[config.mk]
export PLATFORM = sky130hd
export DESIGN_NAME = rv32imf_ff_one_iter_flat
export DESIGN_NICKNAME = d
export VERILOG_FILES = /design/src/rtl/rv32imf_ff_pkg.sv /design/src/rtl/rv32imf_ff_one_iter_if.sv /design/src/rtl/rv32imf_ff_dir.sv /design/src/rtl/rv32imf_ff_one_iter.sv /design/src/flat_wrapper.sv
export SDC_FILE = /design/constraint.sdc
export NUM_CORES = 1
export LEC_CHECK = 0
export BUFFER_PORTS_ARGS = -buffer_cell sky130_fd_sc_hd__buf_2
export CAP_MARGIN = 20
export CORE_MARGIN = 4
export CORE_UTILIZATION = 60
export DETAILED_ROUTE_END_ITERATION = 16
export HOLD_SLACK_MARGIN = 0.05
export PLACE_DENSITY = 0.85
export SYNTH_ARGS = -nofsm -noshare
export SYNTH_HDL_FRONTEND = slang
export SYNTH_SLANG_ARGS = --single-unit
[constraint.sdc]
create_clock -name clk_i -period 6.1 [get_ports clk_i]
set_input_delay 0.61 -clock clk_i [delete_from_list [all_inputs] [get_ports clk_i]]
set_output_delay 0.61 -clock clk_i [all_outputs]
set_load 0.01 [all_outputs]
[src/rtl/rv32imf_ff_pkg.sv]
// Shared types for the set-bit iterator: scan direction and controller state.
package rv32imf_ff_pkg;

  typedef enum logic {
    FF_LSB_FIRST = 1'b0,
    FF_MSB_FIRST = 1'b1
  } ff_dir_e;

  typedef enum logic {
    IDLE = 1'b0,
    ITER = 1'b1
  } ff_state_e;

endpackage

[src/rtl/rv32imf_ff_one_iter_if.sv]
// Vector-in / index-beat-out handshake bundle for rv32imf_ff_one_iter.
interface rv32imf_ff_one_iter_if #(
  parameter int LEN = 32
);
  localparam int IDX_W = $clog2(LEN);
  localparam int SEQ_W = $clog2(LEN + 1);

  logic             in_valid_i;
  logic             in_ready_o;
  logic [LEN-1:0]   in_vec_i;
  logic             in_msb_first_i;
  logic             out_valid_o;
  logic             out_ready_i;
  logic [IDX_W-1:0] out_idx_o;
  logic [SEQ_W-1:0] out_seq_o;
  logic             out_last_o;
  logic             out_empty_o;

  // The iterator block itself.
  modport slave (
    input  in_valid_i, in_vec_i, in_msb_first_i, out_ready_i,
    output in_ready_o, out_valid_o, out_idx_o, out_seq_o, out_last_o, out_empty_o
  );

  // Producer of vectors and consumer of beats.
  modport master (
    output in_valid_i, in_vec_i, in_msb_first_i, out_ready_i,
    input  in_ready_o, out_valid_o, out_idx_o, out_seq_o, out_last_o, out_empty_o
  );
endinterface

[src/rtl/rv32imf_ff_dir.sv]
// Direction-aware find-first-set: log-depth lowest-set-bit tree, MSB-first via
// bit reversal of the input and complement of the found index.
module rv32imf_ff_dir
  import rv32imf_ff_pkg::*;
#(
  parameter int LEN = 32
) (
  input  logic [LEN-1:0]         vec,
  input  ff_dir_e                dir,
  output logic [$clog2(LEN)-1:0] idx,
  output logic                   none,
  output logic                   single
);
  localparam int IDX_W = $clog2(LEN);
  localparam int P     = 1 << IDX_W;

  logic [P-1:0]     scan;
  logic [IDX_W-1:0] low;
  logic             any;

  // Bits above LEN (non power-of-two widths) are padded with zero.
  always_comb begin
    scan = '0;
    for (int j = 0; j < LEN; j++) begin
      scan[j] = (dir == FF_MSB_FIRST) ? vec[LEN-1-j] : vec[j];
    end
  end

  for (genvar lv = 0; lv <= IDX_W; lv++) begin : g_lvl
    localparam int N = P >> lv;
    logic [N-1:0]            v;
    logic [N-1:0][IDX_W-1:0] ix;
    if (lv == 0) begin : g_leaf
      assign v  = scan;
      assign ix = '0;
    end else begin : g_node
      for (genvar nd = 0; nd < N; nd++) begin : g_nd
        // The lower half wins; otherwise take the upper half and set this level's bit.
        assign v[nd]  = g_lvl[lv-1].v[2*nd] | g_lvl[lv-1].v[2*nd+1];
        assign ix[nd] = g_lvl[lv-1].v[2*nd] ? g_lvl[lv-1].ix[2*nd]
                                            : (g_lvl[lv-1].ix[2*nd+1] | IDX_W'(1 << (lv-1)));
      end
    end
  end

  assign low    = g_lvl[IDX_W].ix[0];
  assign any    = g_lvl[IDX_W].v[0];
  assign none   = ~any;
  assign single = any & ((vec & (vec - LEN'(1))) == '0);
  assign idx    = none                  ? '0
                : (dir == FF_MSB_FIRST) ? (IDX_W'(LEN - 1) - low)
                :                         low;

endmodule

[src/rtl/rv32imf_ff_one_iter.sv]
// Sequential set-bit iterator: accepts a vector, then emits one beat per set
// bit (index, ordinal, last, empty) in the requested order.
module rv32imf_ff_one_iter
  import rv32imf_ff_pkg::*;
#(
  parameter int LEN = 32
) (
  input  logic                  clk_i,
  input  logic                  rst_ni,
  input  logic                  abort_i,
  rv32imf_ff_one_iter_if.slave  io
);
  localparam int IDX_W = $clog2(LEN);
  localparam int SEQ_W = $clog2(LEN + 1);

  ff_state_e        state;
  logic [LEN-1:0]   resid;
  ff_dir_e          dir;
  logic [SEQ_W-1:0] seq;

  logic [IDX_W-1:0] cur_idx;
  logic             cur_none;
  logic             cur_single;
  logic             in_iter;
  logic             cur_last;
  logic             in_ready;
  logic             accept;
  logic             fire;

  rv32imf_ff_dir #(
    .LEN (LEN)
  ) u_dir (
    .vec    (resid),
    .dir    (dir),
    .idx    (cur_idx),
    .none   (cur_none),
    .single (cur_single)
  );

  assign in_iter  = (state == ITER);
  assign cur_last = cur_none | cur_single;

  // Zero-bubble reload: a new vector may enter on the cycle the last beat leaves.
  assign in_ready = ~abort_i & (~in_iter | (io.out_ready_i & cur_last));
  assign accept   = io.in_valid_i & in_ready;
  assign fire     = in_iter & io.out_ready_i;

  assign io.in_ready_o  = in_ready;
  assign io.out_valid_o = in_iter;
  assign io.out_idx_o   = in_iter ? cur_idx : '0;
  assign io.out_seq_o   = in_iter ? seq : '0;
  assign io.out_last_o  = in_iter & cur_last;
  assign io.out_empty_o = in_iter & cur_none;

  always_ff @(posedge clk_i) begin
    if (!rst_ni) begin
      state <= IDLE;
      resid <= '0;
      dir   <= FF_LSB_FIRST;
      seq   <= '0;
    end else if (abort_i) begin
      // The beat presented this cycle is treated as not consumed.
      state <= IDLE;
      resid <= '0;
      seq   <= '0;
    end else if (accept) begin
      state <= ITER;
      resid <= io.in_vec_i;
      dir   <= ff_dir_e'(io.in_msb_first_i);
      seq   <= '0;
    end else if (fire) begin
      resid <= resid & ~(LEN'(1) << cur_idx);
      seq   <= seq + SEQ_W'(1);
      if (cur_last) state <= IDLE;
    end
  end

endmodule

[src/flat_wrapper.sv]
// flat-port wrapper written by rule: the top's interface ports become plain ports
module rv32imf_ff_one_iter_flat import rv32imf_ff_pkg::*;
#(
  parameter int LEN = 32
)
  (clk_i, rst_ni, abort_i, io_in_valid_i, io_in_vec_i, io_in_msb_first_i, io_out_ready_i, io_in_ready_o, io_out_valid_o, io_out_idx_o, io_out_seq_o, io_out_last_o, io_out_empty_o);
  rv32imf_ff_one_iter_if #(.LEN(LEN)) io_i ();
  input  logic clk_i;
  input  logic rst_ni;
  input  logic abort_i;
  input wire logic [$bits(io_i.in_valid_i)-1:0] io_in_valid_i;
  input wire logic [$bits(io_i.in_vec_i)-1:0] io_in_vec_i;
  input wire logic [$bits(io_i.in_msb_first_i)-1:0] io_in_msb_first_i;
  input wire logic [$bits(io_i.out_ready_i)-1:0] io_out_ready_i;
  output wire logic [$bits(io_i.in_ready_o)-1:0] io_in_ready_o;
  output wire logic [$bits(io_i.out_valid_o)-1:0] io_out_valid_o;
  output wire logic [$bits(io_i.out_idx_o)-1:0] io_out_idx_o;
  output wire logic [$bits(io_i.out_seq_o)-1:0] io_out_seq_o;
  output wire logic [$bits(io_i.out_last_o)-1:0] io_out_last_o;
  output wire logic [$bits(io_i.out_empty_o)-1:0] io_out_empty_o;
  assign io_i.in_valid_i = io_in_valid_i;
  assign io_i.in_vec_i = io_in_vec_i;
  assign io_i.in_msb_first_i = io_in_msb_first_i;
  assign io_i.out_ready_i = io_out_ready_i;
  assign io_in_ready_o = io_i.in_ready_o;
  assign io_out_valid_o = io_i.out_valid_o;
  assign io_out_idx_o = io_i.out_idx_o;
  assign io_out_seq_o = io_i.out_seq_o;
  assign io_out_last_o = io_i.out_last_o;
  assign io_out_empty_o = io_i.out_empty_o;
  rv32imf_ff_one_iter #(.LEN(LEN)) u_core (.clk_i(clk_i), .rst_ni(rst_ni), .abort_i(abort_i), .io(io_i));
endmodule
==> impl_metrics.ini, run 1 <==
[cts]
clock-sinks = 40
cts_resized = 0
postCtsSetupBuffers = 0
clk_latency_ns = 0.30
ctsHoldBuffers = 0
cts_buffers = 5
htreeDepth = 2
clkTransAtPathRegs_ns = 0.08
cts_tree = built
cts_buffer_depth = 2
cts-root-buf = clkbuf_8

[pwr]
leakagePower_nw = 1.24
peakVddDrop_mv = 0.152
power_mw = 0.800
power_density_nw_per_um2 = 237

[yosys]
ys_seq_area_frac = 0.263
synth_top_cell_by_area = dfxtp_1
synth_enable_flop_cells = 0
synth_warnings = 0
synth.avg_cell_area_um2 = 7.94
syn-num-nets = 422
ys_seq_elements = 40
synth-async-reset-ratio = 0
synth_area_leaders = dfxtp_1 26%, a32o_1 11%, nand3_1 4.1%
syn_area_um2 = 3040
synth_top_area_frac = 0.263
postSynthCellCount = 383
ys.flop_type = dfxtp_1
synth_cell_types = 64

[drt]
viasPerCell = 7.04
avgRoutedWirePerCell_um = 19.4
finalWirelength_um = 9290
postRouteAntennaNets = 0
post-route-drc-count = 0
via_count = 3373
drt_iter0_markers = 457
dr.pass1.iters = 6

[timing]
min_period_ns = 4.69
finClkSkew_ns = 0.00665
hold_viol = 0
fin_setup_tns_ns = 0
setup_viol = 0
min_period_over_period = 0.768
worstMarginPinSlew_ns = 1.06
rsz0062_at_grt = no
slew_violations = 0
slew_headroom = 0.291
fmax_ghz = 0.213
worst_slack_ns = 1.41
whs_ns = 0.495

[grt]
grt_use_met2 = 0.490
grt_pass1_wl_um = 15300
grt_remaining_overflow = 0
grt.busiest_layer = met2
track_usage = 0.304
use_met1 = 0.400
grt_use_met3 = 0.0737
grt_max_degree = 66
antenna_found_initial = 0
grt_pass1_vias = 3107

[floorplanning]
core_um2 = 4820
die_h_um = 79.2
die_w_um = 79.2
rows = 25
initial_core_util = 0.631
ios = 53
die_area_um2 = 6270

[worst_setup_path]
cp-end-kind = output pin
path_depth = 8
cpPeakStageDelay_ns = 1.04
worstSetupPathType = flop to output pin
crit_fanout = 65
crit_required_ns = 5.49
critPathArrivalTime_ns = 4.08
ff2ff_path_depth = 8
crit_slowest_cell = dfxtp_2
crit_buf_inv = 1
path_common_cell = nor2_1
startpoint_type = flop
cp_cell_sequence = or3b_2 -> a2bb2o_1 -> nor2_1 -> and4_1 -> nor2_1 -> mux2i_1 -> nor2_1 -> buf_2
crit_family = simple AND/OR/NAND/NOR gates

[worst_hold_path]
hold_class = flop to flop
min_path_cells = 2

[flow_run]
maxCapViolations = 0

[cells_and_area]
fin_cells = 479
diodes = 0
nets = 450
drive_above_1_share = 0.194
area_growth_pct = 11.1

[outcome]
run_status = finished clean

[placement]
dp.cells = 470
place.gp.congestion = 0.941
port_buffers = 52
dp_slack_ns = 1.90
post-dp-hpwl_um = 6770
==> worst min-delay path, stage by stage (launching register included) <==
cell     delay (ns)
dfxtp_1        0.34
nand2_1        0.06
a21oi_1        0.05
==> through the flow <==
step,util,area [µm²]
4_1_cts,0.700,3370
6_report,0.701,3380
3_3_place_gp,0.670,3230
5_1_grt,0.701,3380
3_5_place_dp,0.674,3240
2_1_floorplan,-,3040
==> cell usage after synthesis, types with 3 or more instances <==
master and n:
a2111oi_0 6, a211o_1 3, a211oi_1 11, a21o_1 3, a21oi_1 22, a32o_1 32
and2_1 9, buf_2 10, buf_6 4, clkbuf_1 19, dfxtp_1 40, inv_1 13
nand2_1 13, nand3_1 25, nand4_1 5, nor2_1 27, nor2b_1 4, nor3_1 23
nor3b_1 14, nor4_1 7, o211ai_1 12, o21ai_0 8, o22ai_1 7, or2_2 3
or3_1 7, xnor2_1 3, xor2_1 6
==> metal layers <==
metal	up-vias	share of wire
met5	-	0
met4	0	0.021
met3	24	0.11
met2	209	0.47
met1	1582	0.40
li1	1558	-
==> report_power, final <==
part           switching [mW]  internal, mW  total, mW
sequential             0.0235         0.269      0.293
clock                  0.0965         0.144      0.241
combinational           0.171        0.0956      0.267
==> cells in the final DEF, fill, tap and decap left out, types with 3 or more instances in the layout <==
master	Yosys	final
a2111oi_0	6	6
o21ai_0	8	8
inv_1	13	13
a211oi_1	11	11
o211ai_1	12	12
clkbuf_8	0	7
nor2b_1	4	4
xor2_1	6	6
or3_1	7	7
a211o_1	3	3
nand4_1	5	5
nor3_1	23	23
nand2_1	13	13
nor4_1	7	7
a21oi_1	22	21
nor2_1	27	27
a21o_1	3	3
buf_2	10	53
xnor2_1	3	3
and2_1	9	9
nand3_1	25	25
nor3b_1	14	14
or2_2	3	3
o22ai_1	7	7
a32o_1	32	32
dfxtp_1	40	39
==> registers in the layout (all words and copies together) (netlist names) <==
register	cells
u_core.resid	32
u_core.dir	1
u_core.seq	6
u_core.io.out_valid_o	1
==> worst paths after layout <==
kind	endpoint	slack (ns)	from
hold reg to reg	u_core.seq[1]	0.50	u_core.seq[1]
setup / recovery	io_out_idx_o[1]	1.41	u_core.dir
hold / removal	u_core.seq[1]	0.50	u_core.seq[1]
setup reg to reg	u_core.resid[4]	1.83	u_core.dir
==> cell type report <==
| cell class | instances | area, µm² |
|---|---|---|
| multi-input cells | 295 | 2020 |
| clock inverters | 1 | 30.0 |
| repair buffers | 56 | 295 |
| fillers | 431 | 1440 |
| inverters | 13 | 48.8 |
| flip-flops and latches | 40 | 802 |
| clock buffers | 7 | 96.3 |
| well taps | 67 | 83.8 |
==> logic make-up after synthesis <==
group,after synthesis,share of synthesized area
AOI/OAI and AO/OA,130,0.340
xor gates and xnor gates,10,0.0313
adders and majority gates,2,0.00741
buffers and inverters,48,0.0733
DFF,40,0.263
muxes,2,0.00700
and+or+nand+nor,151,0.278
No activity file was read; power rests on OpenSTA's default activity.
==> run 2, diff against run 1 <==
--- a/config.mk
+++ b/config.mk
@@ -8,10 +8,10 @@
 export BUFFER_PORTS_ARGS = -buffer_cell sky130_fd_sc_hd__buf_2
 export CAP_MARGIN = 20
 export CORE_MARGIN = 4
-export CORE_UTILIZATION = 60
+export CORE_UTILIZATION = 57
 export DETAILED_ROUTE_END_ITERATION = 16
 export HOLD_SLACK_MARGIN = 0.05
-export PLACE_DENSITY = 0.85
+export PLACE_DENSITY = 0.81
 export SYNTH_ARGS = -nofsm -noshare
 export SYNTH_HDL_FRONTEND = slang
 export SYNTH_SLANG_ARGS = --single-unit
==> constraint.sdc (replaced) <==
create_clock -name clk_i -period 4.4 [get_ports clk_i]
set_input_delay 0.44 -clock clk_i [delete_from_list [all_inputs] [get_ports clk_i]]
set_output_delay 0.44 -clock clk_i [all_outputs]
set_load 0.01 [all_outputs]
==> impl_metrics.ini, run 2 (same netlist as run 1, synthesis figures left out) <==
[worst_setup_path]
r2r_start = u_core.dir
critPathArrivalTime_ns = 3.57
cpPeakStageDelay_ns = 0.62
endpoint = io_out_idx_o[1]
cp_cell_sequence = buf_4 -> nor3b_1 -> o22ai_1 -> or4_1 -> a22oi_1 -> mux2i_2 -> nor2_1 -> buf_2
timing.rr.end = u_core.resid[28]
ff2ff_path_depth = 9
cp-end-kind = output pin
crit_buf_inv = 2
crit_fanout = 27
crit_family = simple AND/OR/NAND/NOR gates
worstSetupPathType = flop to output pin
startpoint = u_core.dir
rrSetupSlack_ns = 0.46
startpoint_type = flop
crit_required_ns = 3.96
path_depth = 8
crit_slowest_cell = or4_1

[grt]
antenna_found_initial = 0
grt_max_degree = 33
grt_pass1_wl_um = 14700
track_usage = 0.290
grt_pass1_vias = 2923
grt_remaining_overflow = 0

[cts]
cts_tree = built
htreeDepth = 2
clkTransAtPathRegs_ns = 0.08
cts-root-buf = clkbuf_8
clock-sinks = 40
cts_buffer_depth = 2
cts_buffers = 5
postCtsSetupBuffers = 0
clk_latency_ns = 0.29

[drt]
dr.pass1.iters = 7
post-route-drc-count = 0
postRouteAntennaNets = 0
viasPerCell = 6.84
drt_iter0_markers = 382
avgRoutedWirePerCell_um = 18.9
finalWirelength_um = 9300
via_count = 3356

[timing]
slew_violations = 0
hold_viol = 0
fmax_ghz = 0.249
fin_setup_tns_ns = 0
worstMarginPinSlew_ns = 1.06
rsz0062_at_grt = no
worst_slack_ns = 0.389
min_period_ns = 4.01
slew_headroom = 0.289
finClkSkew_ns = 0.00697
min_period_over_period = 0.912
setup_viol = 0

[cells_and_area]
postLayoutCoreUtil = 0.662
mostFrequentLayoutCells = 52 x buf_2, 39 x dfxtp_1, 32 x a32o_1
top_regs = u_core.resid x32, u_core.seq x6
largest-register = u_core.resid
area_growth_pct = 12.0
nets = 460
largest_reg_flops = 32
mostFrequentLayoutCell = buf_2
drive_above_1_share = 0.211
diodes = 0

[pwr]
leakagePower_nw = 1.27
power_density_nw_per_um2 = 309
peakVddDrop_mv = 0.200

[flow_run]
maxCapViolations = 0

[placement]
place.gp.congestion = 0.959
post-dp-hpwl_um = 6930
port_buffers = 52
dp_slack_ns = 0.626

[worst_hold_path]
hold_class = input pin to flop

[floorplanning]
ios = 53
rows = 26
die_area_um2 = 6560
core_um2 = 5140
die_h_um = 81.0
initial_core_util = 0.591
die_w_um = 81.0

[outcome]
run_status = finished clean
==> run 2: how the worst min path moves through the flow <==
stage,slack (ns),cells after the start,end,start
3_3_place_gp,0.48,2,u_core.seq[5],u_core.seq[5]
2_1_floorplan,0.46,2,u_core.seq[1],u_core.seq[1]
3_5_place_dp,0.51,2,u_core.seq[1],u_core.seq[1]
6_report,0.36,2,u_core.resid[26],io_in_vec_i[26]
5_1_grt,0.34,2,u_core.resid[26],io_in_vec_i[26]
4_1_cts,0.35,2,u_core.resid[29],io_in_vec_i[29]
==> run 2: layout make-up <==
type	instances	area [µm²]
repair buffers	66	365
multi-input cells	295	2020
flip-flops and latches	40	802
inverters	13	48.8
clock buffers	6	72.6
fillers	487	1740
well taps	70	87.6
clock inverters	1	5.00
==> run 2: what timing repair did <==
| item | CTS | global route |
|---|---|---|
| gates resized for setup | 0 | 1 |
| hold buffers | 0 | 0 |
| endpoints found under the setup margin | 0 | 1 |
==> run 2: worst reg2reg max path, cell delays in order, from the launching register on <==
cell and delay (ns):
dfxtp_2 0.60, buf_4 0.31, nor3b_1 0.31, o22ai_1 0.26, or4_1 0.62, a211oi_1 0.47, a21oi_1 0.16, nor4_1 0.61
o211ai_1 0.19, a32o_1 0.29
==> run 2: per-layer routing <==
layer  track usage  up-vias  routed length [µm]
met4        0.0946        0                 253
met2         0.454      193                4250
li1              -     1578                   -
met1         0.394     1560                4010
met3        0.0676       25                 791
met5             0        -                   0
==> run 2: metrics by stage <==
| stage | instances | hold slack [ns] | instance area (µm²) | total power [mW] |
|---|---|---|---|---|
| finish | 491 | 0.356 | 3400 | 1.05 |
| global route | 491 | 0.342 | 3400 | 1.11 |
| CTS | 491 | 0.347 | 3400 | 1.04 |
| detailed placement | 484 | 0.506 | 3320 | 0.809 |
| global placement | 484 | 0.484 | 3320 | 0.807 |
| floorplan | 383 | 0.462 | 3040 | 0.676 |
==> run 2: report_power, final <==
| part | total, mW | internal, mW | switching (mW) |
|---|---|---|---|
| clock | 0.234 | 0.108 | 0.126 |
| combinational | 0.420 | 0.154 | 0.266 |
| sequential | 0.399 | 0.373 | 0.0257 |
| total | 1.05 | 0.636 | 0.417 |
==> run 3, diff against run 2 <==
==> constraint.sdc (replaced) <==
create_clock -name clk_i -period 4.4 [get_ports clk_i]
set_input_delay 0.22 -clock clk_i [delete_from_list [all_inputs] [get_ports clk_i]]
set_output_delay 0.22 -clock clk_i [all_outputs]
set_load 0.01 [all_outputs]
==> impl_metrics.ini, run 3 (same netlist as run 1, synthesis figures left out) <==
[drt]
drt_iter0_markers = 308
viasPerCell = 6.80
postRouteAntennaNets = 0
via_count = 3346
dr.pass1.iters = 4
post-route-drc-count = 0
avgRoutedWirePerCell_um = 19.5
finalWirelength_um = 9580

[grt]
antenna_found_initial = 0
grt_max_degree = 46
track_usage = 0.298
grt_pass1_wl_um = 15100
grt_pass1_vias = 2975
grt_remaining_overflow = 0

[worst_hold_path]
hold_class = input pin to flop
min_path_cells = 2

[cells_and_area]
top_regs = u_core.resid x32, u_core.seq x6
largest-register = u_core.resid
nets = 461
diodes = 0
area_growth_pct = 12.6
drive_above_1_share = 0.211
largest_reg_flops = 32
mostFrequentLayoutCell = buf_2
mostFrequentLayoutCells = 52 x buf_2, 39 x dfxtp_1, 32 x a32o_1
fin_cells = 492

[worst_setup_path]
worstSetupPathType = flop to output pin
critPathArrivalTime_ns = 3.69
cp_cell_sequence = buf_4 -> nor3b_1 -> o22ai_1 -> or4_1 -> a22oi_1 -> mux2i_1 -> nor2_1 -> buf_2
cpPeakStageDelay_ns = 0.79
crit_required_ns = 4.18
startpoint_type = flop
crit_fanout = 45
cp-end-kind = output pin
crit_slowest_cell = dfxtp_2
ff2ff_path_depth = 9

[timing]
whs_ns = 0.131
slew_violations = 0
fin_setup_tns_ns = 0
worstMarginPinSlew_ns = 0.707
fmax_ghz = 0.256
slew_headroom = 0.529
setup_viol = 0
worst_slack_ns = 0.490
hold_viol = 0
finClkSkew_ns = 0.00403
min_period_over_period = 0.889
min_period_ns = 3.91
rsz0062_at_grt = no

[cts]
postCtsSetupBuffers = 0
ctsHoldBuffers = 0
cts_buffer_depth = 2
cts_tree = built
htreeDepth = 2
clk_latency_ns = 0.29
clkTransAtPathRegs_ns = 0.08
cts-root-buf = clkbuf_8
cts_buffers = 5
clock-sinks = 40
cts_resized = 0

[outcome]
run_status = finished clean

[pwr]
leakagePower_nw = 1.28
power_density_nw_per_um2 = 312
peakVddDrop_mv = 0.193

[placement]
dp_slack_ns = 0.573
place.gp.congestion = 1.06
port_buffers = 52
post-dp-hpwl_um = 7120
dp.cells = 485

[flow_run]
maxCapViolations = 0

[floorplanning]
die_w_um = 81.0
initial_core_util = 0.591
die_h_um = 81.0
ios = 53
core_um2 = 5140
die_area_um2 = 6560
rows = 26
run 3: changes by cell type in the layout (fill, tap and decap cells not counted), sizes merged:
cell / delta
buf: +1
run 3: worst max-delay path, delay by kind of cell, from the launching register on:
family	cells	cell delay, ns
muxes	1	0.53
buffers and inverters	2	0.45
AOI/OAI and AO/OA	2	0.59
DFF	1	0.79
and+or+nand+nor	3	1.04
run 3: final timing paths:
check / from / end / slack (ns)
min reg2reg: u_core.seq[5] / u_core.seq[5] / 0.52
max reg2reg: u_core.dir / u_core.resid[8] / 0.49
min: io_in_vec_i[4] / u_core.resid[4] / 0.13
max: u_core.dir / io_out_idx_o[1] / 0.49
run 3: metrics by stage:
stage / utilization / power [mW] / instance area [µm²]
floorplan: - / 0.676 / 3040
global placement: 0.650 / 0.820 / 3340
detailed placement: 0.650 / 0.823 / 3340
CTS: 0.666 / 1.06 / 3420
global route: 0.666 / 1.12 / 3420
finish: 0.666 / 1.07 / 3420
run 3: final cells by class:
cell class	count	area, µm²
clock buffers	6	72.6
clock inverters	1	5.00
fillers	485	1720
inverters	13	48.8
multi-input cells	295	2020
flip-flops and latches	40	802
well taps	70	87.6
repair buffers	67	385
run 3: layer usage:
metal | up-vias | share of wire | GRT usage
li1 | 1582 | - | -
met1 | 1565 | 0.45 | 0.420
met2 | 171 | 0.45 | 0.450
met3 | 28 | 0.079 | 0.0521
met4 | 0 | 0.028 | 0.113
met5 | - | 0 | 0
run 3: report_power, final:
group	internal, mW	switching (mW)	leakage [nW]
clock	0.108	0.130	0.0410
combinational	0.163	0.265	0.911
sequential	0.373	0.0282	0.326
